File: src/rtl/clock_edit_ctrl.sv
// clock_edit_ctrl: turns debounced buttons into edit-block pulses and field load strobes.
// Optional auto-repeat of up/down is built when CLOCK_EDIT_CTRL_AUTOREPEAT_EN is defined.
module clock_edit_ctrl #(
  parameter int TIMEOUT_MS      = 10000,
  parameter int BLINK_MS        = 250,
  parameter int REPEAT_DELAY_MS = 500,
  parameter int REPEAT_RATE_MS  = 100
) (
  input  logic       i_clk,
  input  logic       i_reset_n,
  input  logic       i_tick_ms,
  input  logic       i_btn_mode,
  input  logic       i_btn_up,
  input  logic       i_btn_down,
  input  logic       i_btn_left,
  input  logic       i_btn_right,
  input  logic [1:0] i_edit_sel,
  input  logic [7:0] i_edit_val,
  output logic       o_ena,
  output logic       o_wr_pulse,
  output logic       o_val_inc_pulse,
  output logic       o_val_dec_pulse,
  output logic       o_sel_inc_pulse,
  output logic       o_sel_dec_pulse,
  output logic [3:0] o_load,
  output logic [7:0] o_load_val,
  output logic       o_editing,
  output logic       o_blink,
  output logic       o_timeout
);
  typedef enum logic [2:0] {IDLE, ENTER, EDIT, COMMIT_SEL, SEL, COMMIT_EXIT, EXIT, ABORT} state_t;
  state_t state, nxt;
  logic [4:0] btn, prev, press;
  logic live, dir, acc, rep_fire, blink, n_vi, n_vd;
  logic [3:0] load;
  logic [7:0] load_val;
  logic [15:0] to_cnt, bl_cnt;
  assign btn = {i_btn_mode, i_btn_left, i_btn_right, i_btn_up, i_btn_down};
  // live masks the first cycle after reset so a held button is not seen as a press
  assign press = btn & ~prev & {5{live}};
  always_comb begin
    nxt = state;
    acc = 1'b0;
    n_vi = 1'b0;
    n_vd = 1'b0;
    case (state)
      IDLE:        nxt = press[4] ? ENTER : IDLE;
      ENTER:       nxt = EDIT;
      EDIT:
        if (press[4]) begin
          nxt = COMMIT_EXIT;
          acc = 1'b1;
        end else if (press[3] ^ press[2]) begin
          nxt = COMMIT_SEL;
          acc = 1'b1;
        end else if (press[1] ^ press[0]) begin
          n_vi = press[1];
          n_vd = press[0];
          acc = 1'b1;
        end else if (rep_fire) begin
          n_vi = i_btn_up;
          n_vd = i_btn_down;
        end else if (i_tick_ms && to_cnt == 16'(TIMEOUT_MS - 1)) nxt = ABORT;
      COMMIT_SEL:  nxt = SEL;
      SEL:         nxt = EDIT;
      COMMIT_EXIT: nxt = EXIT;
      default:     nxt = IDLE;
    endcase
  end
  always_ff @(posedge i_clk) begin
    if (!i_reset_n) begin
      state <= IDLE;
      prev <= '0;
      live <= 1'b0;
      dir <= 1'b0;
      {o_ena, o_editing, o_wr_pulse, o_val_inc_pulse, o_val_dec_pulse} <= '0;
      {o_sel_inc_pulse, o_sel_dec_pulse, o_timeout, blink} <= '0;
      load <= '0;
      load_val <= '0;
      to_cnt <= '0;
      bl_cnt <= '0;
    end else begin
      state <= nxt;
      prev <= btn;
      live <= 1'b1;
      if (state == EDIT && (press[3] ^ press[2])) dir <= press[2];
      o_ena <= nxt != IDLE;
      o_editing <= nxt != IDLE;
      o_wr_pulse <= nxt inside {ENTER, EXIT, ABORT};
      o_val_inc_pulse <= n_vi;
      o_val_dec_pulse <= n_vd;
      o_sel_inc_pulse <= nxt == SEL && dir;
      o_sel_dec_pulse <= nxt == SEL && !dir;
      o_timeout <= nxt == ABORT;
      load <= (nxt inside {COMMIT_SEL, COMMIT_EXIT}) ? 4'd1 << i_edit_sel : 4'd0;
      load_val <= (nxt inside {COMMIT_SEL, COMMIT_EXIT}) ? i_edit_val : 8'd0;
      to_cnt <= (state != EDIT || nxt != EDIT || acc || rep_fire) ? 16'd0 : to_cnt + 16'(i_tick_ms);
      if (state != EDIT || nxt != EDIT) begin
        bl_cnt <= '0;
        blink <= 1'b0;
      end else if (i_tick_ms) begin
        bl_cnt <= (bl_cnt == 16'(BLINK_MS - 1)) ? 16'd0 : bl_cnt + 16'd1;
        blink <= blink ^ (bl_cnt == 16'(BLINK_MS - 1));
      end
    end
  end
`ifdef CLOCK_EDIT_CTRL_AUTOREPEAT_EN
  logic [15:0] rep_cnt;
  logic rep_first, hold;
  assign hold = state == EDIT && (i_btn_up ^ i_btn_down);
  assign rep_fire = hold && i_tick_ms &&
                    rep_cnt == (rep_first ? 16'(REPEAT_DELAY_MS - 1) : 16'(REPEAT_RATE_MS - 1));
  always_ff @(posedge i_clk) begin
    if (!i_reset_n || !hold) begin
      rep_cnt <= '0;
      rep_first <= 1'b1;
    end else if (i_tick_ms) begin
      rep_cnt <= rep_fire ? 16'd0 : rep_cnt + 16'd1;
      rep_first <= rep_first & ~rep_fire;
    end
  end
`else
  assign rep_fire = 1'b0;
`endif
  // a reset asserted during a commit cycle must suppress the strobe immediately
  assign o_load = i_reset_n ? load : 4'd0;
  assign o_load_val = i_reset_n ? load_val : 8'd0;
  assign o_blink = blink;
endmodule

File: config.mk
export PLATFORM = sky130hd
export DESIGN_NAME = clock_edit_ctrl
export DESIGN_NICKNAME = d
export VERILOG_FILES = /design/src/rtl/clock_edit_ctrl.sv
export SDC_FILE = /design/constraint.sdc
export NUM_CORES = 1
export LEC_CHECK = 0
export CORE_MARGIN = 1.5
export CORE_UTILIZATION = 53
export DETAILED_ROUTE_END_ITERATION = 8
export PLACE_DENSITY = 0.77
export SLEW_MARGIN = 0
export SYNTH_ARGS = -nofsm -noshare
export SYNTH_HDL_FRONTEND = slang
export SYNTH_SLANG_ARGS = --single-unit
File: constraint.sdc
create_clock -name i_clk -period 2.1 [get_ports i_clk]
set_input_delay 0.21 -clock i_clk [delete_from_list [all_inputs] [get_ports i_clk]]
set_output_delay 0.21 -clock i_clk [all_outputs]
set_load 0.05 [all_outputs]
### Word-level counts from Yosys, hierarchy flattened

Cells that the tools add are included.

* flip-flop bits (word level): 62
* input bits: 18
* output and inout bits: 21
* logic and storage cells: 73

* $add $sub $neg: 2
* equal/unequal tests: 15
* shifts and indexed selects: 1
* multiplexer cells: 14
* bitwise operators: 9
* reductions and logical operators: 16

Operators by type and width (number)
* 3-bit == test (second input constant): 6
* 16-bit by 1-bit adder with 16-bit output: 1
* 16-bit by 1-bit adder with 16-bit output (second input constant): 1
* 16-bit by 14-bit == test with 1-bit output (second input constant): 1
* 16-bit by 8-bit == test with 1-bit output (second input constant): 1
* 16-bit two-way mux: 1
* 3-bit case mux with 5 select lines: 1
* 3-bit two-way mux: 4
* 5-bit AND: 2
* 3-bit by 2-bit == test with 1-bit output (second input constant): 3
* 8-bit two-way mux: 1
* 3-bit by 1-bit == test with 1-bit output (second input constant): 2
* 1-bit two-way mux: 6
* 3-bit by 2-bit != test with 1-bit output (second input constant): 2
* 3-bit nonzero test: 2
* 2-bit OR reduction: 3
* 5-bit NOT: 1
* 5-bit OR reduction: 1
* 1-bit logical AND: 4
* 4-bit two-way mux: 1
* 1-bit by 2-bit << shifter with 4-bit output (first input constant): 1
* 3-bit logical NOT: 1
* 1-bit NOT: 3
* 1-bit XOR: 3
* 4 further kinds: 5

### Logic depth before layout (Yosys ltp)

Gate-level depths: netlist of run 1.

* word-level depth: 12
* depth in mapped cells: 8
* gate-level depth less buffers: 7

### Worst setup path after synthesis of run 1

Ideal clock, no wire load.

* path kind: register to register
* start point: reg prev[3]
* end point: reg to_cnt[3]
* library setup time: 0.062 ns
* data arrival time: 1.767 ns
* slack: 0.271 ns
* stages on the path, launching flop included: 8
* buffers on the path: 2
* clock period less this slack: 1.829 ns
* cell sequence: dfxtp_1 nand2b_4 xnor2_1 a211o_1 or4_4 buf_6 buf_12 nor2_4

* word-level cells in the longest chain between the ends: 11
* elaborated cells between the ends (all ways): 14
* those cells by class: eq/ne: 1; mux: 6; bitwise: 4; reduce/logical: 3

RTL lines
* start: declaration: line 33 `logic [4:0] btn, prev, press;`
* start signal: assignment: line 84 `prev <= btn;`
* 5-bit NOT (*): line 40 `assign press = btn & ~prev & {5{live}};`
* 5-bit AND (*) (2 in a row): line 40
* 1-bit XOR (*): line 53 `end else if (press[3] ^ press[2]) begin`
* 3-bit two-way mux: line 53
* 3-bit two-way mux: line 50 `if (press[4]) begin`
* 3-bit case mux with 5 select lines: line 46 `case (state)`
* 3-bit by 2-bit != test with 1-bit output: line 97 `to_cnt <= (state != EDIT || nxt != EDIT || acc || rep_fire) ? 16'd0 : to_cnt + 16'(i_tick_ms);`
* 1-bit logical OR: line 97
* 1-bit logical OR (*): line 97
* 2-bit OR reduction (no line) (*)
* end signal: assignment: line 97
* end: declaration: line 37 `logic [15:0] to_cnt, bl_cnt;`

Mark *: on every way between the ends. The rest lies on a longest branch, timed or not.
A chain may end at the register's enable or synchronous reset.

### Worst setup path after layout of run 1

* start point: in i_btn_left
* end point: reg to_cnt[12]

* word-level cells in the longest chain between the ends: 10
* elaborated cells between the ends (all ways): 13
* those cells by class: eq/ne: 1; mux: 6; bitwise: 3; reduce/logical: 3

RTL lines
* start: declaration: line 15 `input logic i_btn_left,`
* 5-bit AND (*) (2 in a row): line 40
* 1-bit XOR (*): line 53
* 3-bit two-way mux: line 53
* 3-bit two-way mux: line 50
* 3-bit case mux with 5 select lines: line 46
* 3-bit by 2-bit != test with 1-bit output: line 97
* 1-bit logical OR: line 97
* 1-bit logical OR (*): line 97
* 2-bit OR reduction (no line) (*)

Marked as above.

==> impl_metrics.csv, run 1 <==
group,metric,value,unit
status,status,"complete, no violations",
route,drt_wl_total,4950,um
global_route,grt.overflow.total,0,
route,drc,0,
cts,clock_path_buffers,2,
floorplan,io_pins,39,
cts,h-tree-depth,3,
sta,hold_viol,0,
route,wl_per_cell,11.9,um
sta,period_share,90.3,%
layout,nets,367,
worst_setup_path,cpMaxStageDelayCell,"or4_4",
route,viasPerCell,4.87,
power_and_ir_drop,power_leakage,1.29,nW
route,drt_iter0_drc,59,
worst_setup_path,crit_chain,"clkdlybuf4s50_1 -> nand2b_4 -> xnor2_1 -> a211o_1 -> or4_4 -> nor2_1",
cts,clk_pin_slew,70,ps
cts,cts_resized,0,
worst_setup_path,critPathMaxFanout,16,
worst_setup_path,critPathMaxStageDelay,690,ps
cts,numClockSinks,62,
global_route,antenna_found_initial,0,
placement,dpl_cell_area,3310,sq um
sta,max_freq,528,MHz
sta,finalMaxSlewViolations,0,
cts,cts_root_buffer,"clkbuf_8",
placement,place.gp.congestion,0.844,
placement,hpwl,3480,um
layout,area_growth,31.7,%
floorplan,rows,25,
placement,pre_cts_slack,-161,ps
yosys,yosys_warnings,0,
cts,clk_latency,330,ps
power_and_ir_drop,cellPowerDensity,684,nW/um^2
global_route,grt_pass1_vias,1888,
sta,finalWorstSetupSlack,204,ps
yosys,avgSynthCellArea,9.27,sq um
layout,fin_util,73.5,%
power_and_ir_drop,finalPower,0.00241,W
floorplan,die-width,74.0,um
placement,portBuffers,38,
sta,finalCriticalPeriod,1900,ps
worst_setup_path,path_class,"in2reg",
cts,cts_setup_buffers,0,
cts,cts_tree,"built",
cts,numCtsBuffers,9,
yosys,synthCells,288,
route,num_vias,2032,
route,firstDrtPassIters,4,
sta,setup-violations-final,0,
sta,rsz0062_at_grt,"false",
run,maxCapViolCount,0,
sta,worst_pin_slew,520,ps
sta,tns,0,ps
yosys,yosysSeqAreaShare,46.5,%
worst_setup_path,cp_data_arrival_time,2160,ps
yosys,synth.distinct_cells,40,
floorplan,dieArea,5470,sq um
sta,max_slew_margin,65.2,%
yosys,syn_nets,310,
global_route,grt_pass1_wl,8060,um
worst_setup_path,end_kind,"flop",
layout,antenna_cells,0,
sta,clock_skew,3.63,ps
global_route,grt_max_degree,23,
worst_setup_path,critical_path_required,2370,ps
yosys,syn_area,2670,sq um
floorplan,core,4790,sq um
floorplan,die_h,74.0,um
floorplan,start_util,55.8,%
cts,ctsHoldBuffers,0,
worst_setup_path,start_kind,"input port",
layout,design_area,3520,sq um
route,ant_nets,0,
yosys,ys_ff_latch,62,
global_route,grt_util_all_layers,19.6,%
power_and_ir_drop,peakVddDrop,0.000529,V
worst_hold_path,hold_path_class,"in2reg",
layout,drive_gt1_share,17.1,%
-- routing by layer --
metal | vias up | GRT usage (%) | share of wire, %
met3 | 7 | 9.08 | 4.8
met2 | 33 | 31.6 | 48
li1 | 1077 | - | -
met4 | 0 | 7.00 | 1.3
met5 | - | 0 | 0
met1 | 915 | 22.8 | 46
-- stage by stage --
| step | std cells | hold WS (ps) |
|---|---|---|
| after floorplan | 288 | 238 |
| after global placement | 401 | 446 |
| after CTS | 417 | 414 |
| final | 417 | 433 |
| after detailed placement | 401 | 445 |
| after global routing | 417 | 425 |
-- registers in the layout, summed over array words and instances, names as in the netlist --
register and count:
o_val_inc_pulse 1, load 4, o_timeout 1, o_sel_dec_pulse 1, prev 5, state 3, load_val 8, o_wr_pulse 1
dir 1, o_val_dec_pulse 1, o_editing 1, to_cnt 16, o_sel_inc_pulse 1, live 1, o_blink 1, bl_cnt 16
-- cells in the mapped netlist --
master	instances	share of area, %
or3_2	1	0.28
xor2_1	13	4.3
nor2b_4	1	0.52
nand2_1	16	2.3
nor2_2	2	0.47
a211o_1	1	0.33
nor3b_1	3	0.84
clkbuf_1	4	0.56
nor2_1	42	5.9
buf_12	1	0.75
or4b_4	1	0.52
and4_1	4	1.3
buf_4	1	0.28
nand3b_1	1	0.28
a21oi_1	7	1.3
inv_1	9	1.3
a211oi_1	3	0.84
nor3_1	10	1.9
buf_6	1	0.42
nand3_1	9	1.7
and3_1	8	1.9
nor2b_1	2	0.47
nand4_1	9	2.1
nor4_1	3	0.70
nand2b_1	2	0.47
and2_1	25	5.9
a21o_1	1	0.28
o21ai_0	4	0.75
xnor2_1	17	5.6
and3b_1	2	0.66
nor2_4	8	3.4
and2_2	3	0.84
o21a_1	1	0.28
and2b_1	1	0.28
buf_2	1	0.19
ha_1	4	1.9
or4_4	1	0.42
nor4b_1	3	0.98
dfxtp_1	62	47
nand2b_4	1	0.52
-- final timing paths --
path                     endpoint           from  slack [ps]  cells after the start
hold reg to reg   o_sel_inc_pulse            dir         460                      2
hold / removal        load_val[6]  i_edit_val[6]         430                      2
setup reg to reg       to_cnt[12]        prev[3]         220                      5
setup / recovery       to_cnt[12]     i_btn_left         200                      6
-- power breakdown --
group | switching, W | internal (W)
logic | 0.0000747 | 0.0000796
registers | 0.00000962 | 0.00119
clock network | 0.000441 | 0.000612
-- worst max-delay path, delay by kind of cell --
kind / cells / cell delay [ps]
AOI/OAI and AO/OA: 1 / 360
xor gates and xnor gates: 1 / 140
buffers and inverters: 1 / 520
and+or+nand+nor: 3 / 930
-- final cells by class --
cell class,instances,area (sq um)
Clock buffer,13,159
Clock inverter,3,42.5
Fill cell,357,1270
Inverter,9,33.8
Multi-Input combinational cell,209,1340
Sequential cell,62,1240
Tap cell,67,83.8
Timing Repair Buffer,54,621
-- cells in the final DEF (no fill, tap or decap), types with 9 or more instances in the layout --
cell	n
xor2_1	13
nor3_1	10
clkdlybuf4s50_1	26
clkbuf_8	11
and2_1	25
nor2_1	42
buf_12	12
nand4_1	9
nand2_1	16
nand3_1	9
inv_1	9
dfxtp_1	62
xnor2_1	17
buf_4	16
-- cell families after synthesis --
kind of cell | Yosys count | share of synthesized area (%)
AOI/OAI and AO/OA | 17 | 3.80
xor gates and xnor gates | 30 | 9.85
adders and majority gates | 4 | 1.88
buffers and inverters | 17 | 3.47
DFF | 62 | 46.5
and+or+nand+nor | 158 | 34.5
Power figures use the tool's default switching activity.
==> inputs of run 2 (changes only) <==
--- a/config.mk
+++ b/config.mk
@@ -11,2 +11,3 @@
 export PLACE_DENSITY = 0.77
+export SETUP_SLACK_MARGIN = 0.4
 export SLEW_MARGIN = 0
==> constraint.sdc (replaced) <==
create_clock -name i_clk -period 1.9 [get_ports i_clk]
set_input_delay 0.285 -clock i_clk [delete_from_list [all_inputs] [get_ports i_clk]]
set_output_delay 0.285 -clock i_clk [all_outputs]
set_load 0.05 [all_outputs]
==> run 2 against run 1 <==
Cell count is 5.0% higher. Count of clock-buffer cells in the layout is 3 lower. Global-route usage is 4.3 points higher. Critical path depth stayed put. Worst setup slack worse by 120 ps. Register-to-register slack worse by 130 ps. Non-clock buffer count is 20 higher. Total power is 19% higher. Critical path type is now reg2reg. Highest routed layer unchanged.
==> impl_metrics.csv, run 2 (synthesis results as in run 1) <==
group,metric,value,unit
status,status,"complete, no violations",
route,viasPerCell,5.29,
layout,final_cell_mix,"dfxtp_1 (55), nor2_1 (32), buf_4 (28)",
worst_setup_path,end_kind,"flop",
route,firstDrtPassIters,5,
layout,area_growth,46.3,%
floorplan,die_h,74.0,um
global_route,grt_util_all_layers,23.9,%
placement,portBuffers,38,
route,num_vias,2316,
worst_setup_path,critical_path_required,2180,ps
route,drt_wl_total,7060,um
floorplan,io_pins,39,
worst_setup_path,critPathMaxStageDelay,540,ps
cts,numClockSinks,62,
floorplan,core,4790,sq um
sta,max_slew_margin,65.3,%
worst_hold_path,min_from,"i_btn_up",
layout,nets,388,
power_and_ir_drop,clkPwrFrac,45.5,%
global_route,grt_max_degree,13,
cts,clk_pin_slew,70,ps
power_and_ir_drop,netSwitchingFraction,23.0,%
sta,setup-violations-final,0,
worst_setup_path,timing.rr.end,"bl_cnt[14]",
layout,num-fill-cells,268,
layout,design_area,3910,sq um
placement,place.gp.congestion,0.808,
cts,clk_latency,350,ps
placement,dpl_cell_area,3370,sq um
sta,rsz0062_at_grt,"true",
worst_setup_path,cpMaxStageDelayCell,"or4b_4",
floorplan,start_util,55.8,%
worst_setup_path,crit_chain,"nand2b_4 -> xnor2_4 -> a211o_1 -> buf_6 -> or4b_4 -> nor2b_1",
floorplan,die-width,74.0,um
worst_hold_path,holdPathStages,2,
layout,regArea,1250,sq um
worst_setup_path,rrSetupSlack,90,ps
worst_setup_path,start_kind,"flop",
worst_setup_path,critPathMaxFanout,6,
cts,ctsHoldBuffers,0,
worst_setup_path,setup.worst_path.start,"prev[3]",
cts,clock_path_buffers,2,
power_and_ir_drop,peakVddDrop,0.000402,V
sta,period_share,95.5,%
layout,antenna_cells,0,
cts,cts_tree,"built",
layout,multiInputGateArea,1490,sq um
power_and_ir_drop,p_sw,0.000656,W
floorplan,dieArea,5470,sq um
power_and_ir_drop,power_leakage,1.50,nW
global_route,antenna_found_initial,0,
worst_setup_path,path_class,"reg2reg",
worst_setup_path,reg2regPathDepth,6,
placement,pre_cts_slack,-377,ps
layout,reg.largest.list,"bl_cnt x16, to_cnt x16, load_val x8",
global_route,grt.overflow.total,0,
sta,hold_viol,0,
run,maxCapViolCount,0,
worst_hold_path,hold_path_class,"in2reg",
layout,final_common_cell,"dfxtp_1",
power_and_ir_drop,cellPowerDensity,732,nW/um^2
cts,h-tree-depth,3,
layout,drive_gt1_share,31.8,%
global_route,grt_pass1_wl,9680,um
route,ant_nets,0,
sta,worst_pin_slew,522,ps
placement,hpwl,3700,um
sta,max_freq,551,MHz
route,wl_per_cell,16.1,um
sta,finalWorstSetupSlack,86.1,ps
worst_setup_path,r2r-start,"prev[3]",
power_and_ir_drop,p_seq_share,46.3,%
route,drc,0,
route,drt_iter0_drc,119,
global_route,grt_pass1_vias,2115,
sta,finalMaxSlewViolations,0,
cts,cts_root_buffer,"clkbuf_8",
floorplan,rows,25,
cts,numCtsBuffers,9,
sta,clock_skew,7.77,ps
sta,finalCriticalPeriod,1810,ps
worst_hold_path,hold_end,"prev[1]",
power_and_ir_drop,p_comb_share,8.2,%
power_and_ir_drop,p_int,0.00220,W
worst_setup_path,cp_data_arrival_time,2090,ps
## run 2: changes by cell type in the layout (fill, tap and decap cells not counted), moves of 3 or more
cell | before | now
dfxtp_1 | 62 | 55
buf_4 | 16 | 28
dfxtp_2 | 0 | 6
nor2_1 | 42 | 32
and2_4 | 0 | 3
buf_6 | 0 | 5
clkdlybuf4s50_1 | 26 | 12
clkdlybuf4s15_1 | 0 | 4
dlygate4sd2_1 | 0 | 7
nor2_2 | 2 | 9
nor2_4 | 8 | 11
## run 2: how the worst max path moves through the flow
stage / cells past startpoint / end
final: 6 / bl_cnt[14]
after global routing: 6 / bl_cnt[14]
after CTS: 6 / to_cnt[13]
after detailed placement: 6 / to_cnt[11]
after global placement: 6 / to_cnt[15]
after floorplan: 7 / to_cnt[3]
## run 2: critical path: cells and delay by family, from the launching register on
| family | cells | cell delay, ps |
|---|---|---|
| AOI/OAI and AO/OA | 1 | 300 |
| xor gates and xnor gates | 1 | 130 |
| buffers and inverters | 1 | 140 |
| DFF | 1 | 320 |
| and+or+nand+nor | 3 | 860 |
## run 2: power groups by stage
| stage | Sequential [W] | Clock, W | Combinational, W |
|---|---|---|---|
| 5_1_grt | 0.00133 | 0.00136 | 0.000247 |
| 3_5_place_dp | 0.00135 | 0 | 0.000176 |
| 3_3_place_gp | 0.00135 | 0 | 0.000173 |
| 6_report | 0.00132 | 0.00130 | 0.000233 |
| 4_1_cts | 0.00132 | 0.00131 | 0.000205 |
| 2_1_floorplan | 0.00136 | 0 | 0.0000826 |
## run 2: cell type report
| type | count | share of cell area, % |
|---|---|---|
| Multi-Input combinational cell | 210 | 38.2 |
| Timing Repair Buffer | 74 | 21.0 |
| Clock buffer | 10 | 3.52 |
| Clock inverter | 6 | 2.18 |
| Inverter | 9 | 0.865 |
| Sequential cell | 62 | 32.1 |
| Tap cell | 67 | 2.15 |
## run 2: repair_timing
item | CTS | global route
gates cloned | 4 | 1
pin swaps | 33 | 14
setup endpoints to repair | 69 | 56
gates resized for setup | 34 | 40
setup buffers | 5 | 4
## run 2: routing by layer
| layer | vias up | global-route usage (%) | share of wire, % |
|---|---|---|---|
| li1 | 1118 | - | - |
| met1 | 1104 | 28.6 | 40 |
| met2 | 72 | 39.4 | 53 |
| met3 | 22 | 5.96 | 3.9 |
| met4 | 0 | 12.8 | 2.7 |
| met5 | - | 0 | 0 |
## run 2: through the flow
step	setup TNS (ps)	utilization, %	total power, W	instances	hold slack [ps]
final	0	81.6	0.00286	438	184
after global routing	0	81.6	0.00293	438	200
after CTS	0	78.4	0.00284	433	293
after detailed placement	-11530	70.4	0.00153	408	449
after global placement	-10770	70.4	0.00153	408	442
after floorplan	0	-	0.00145	288	313
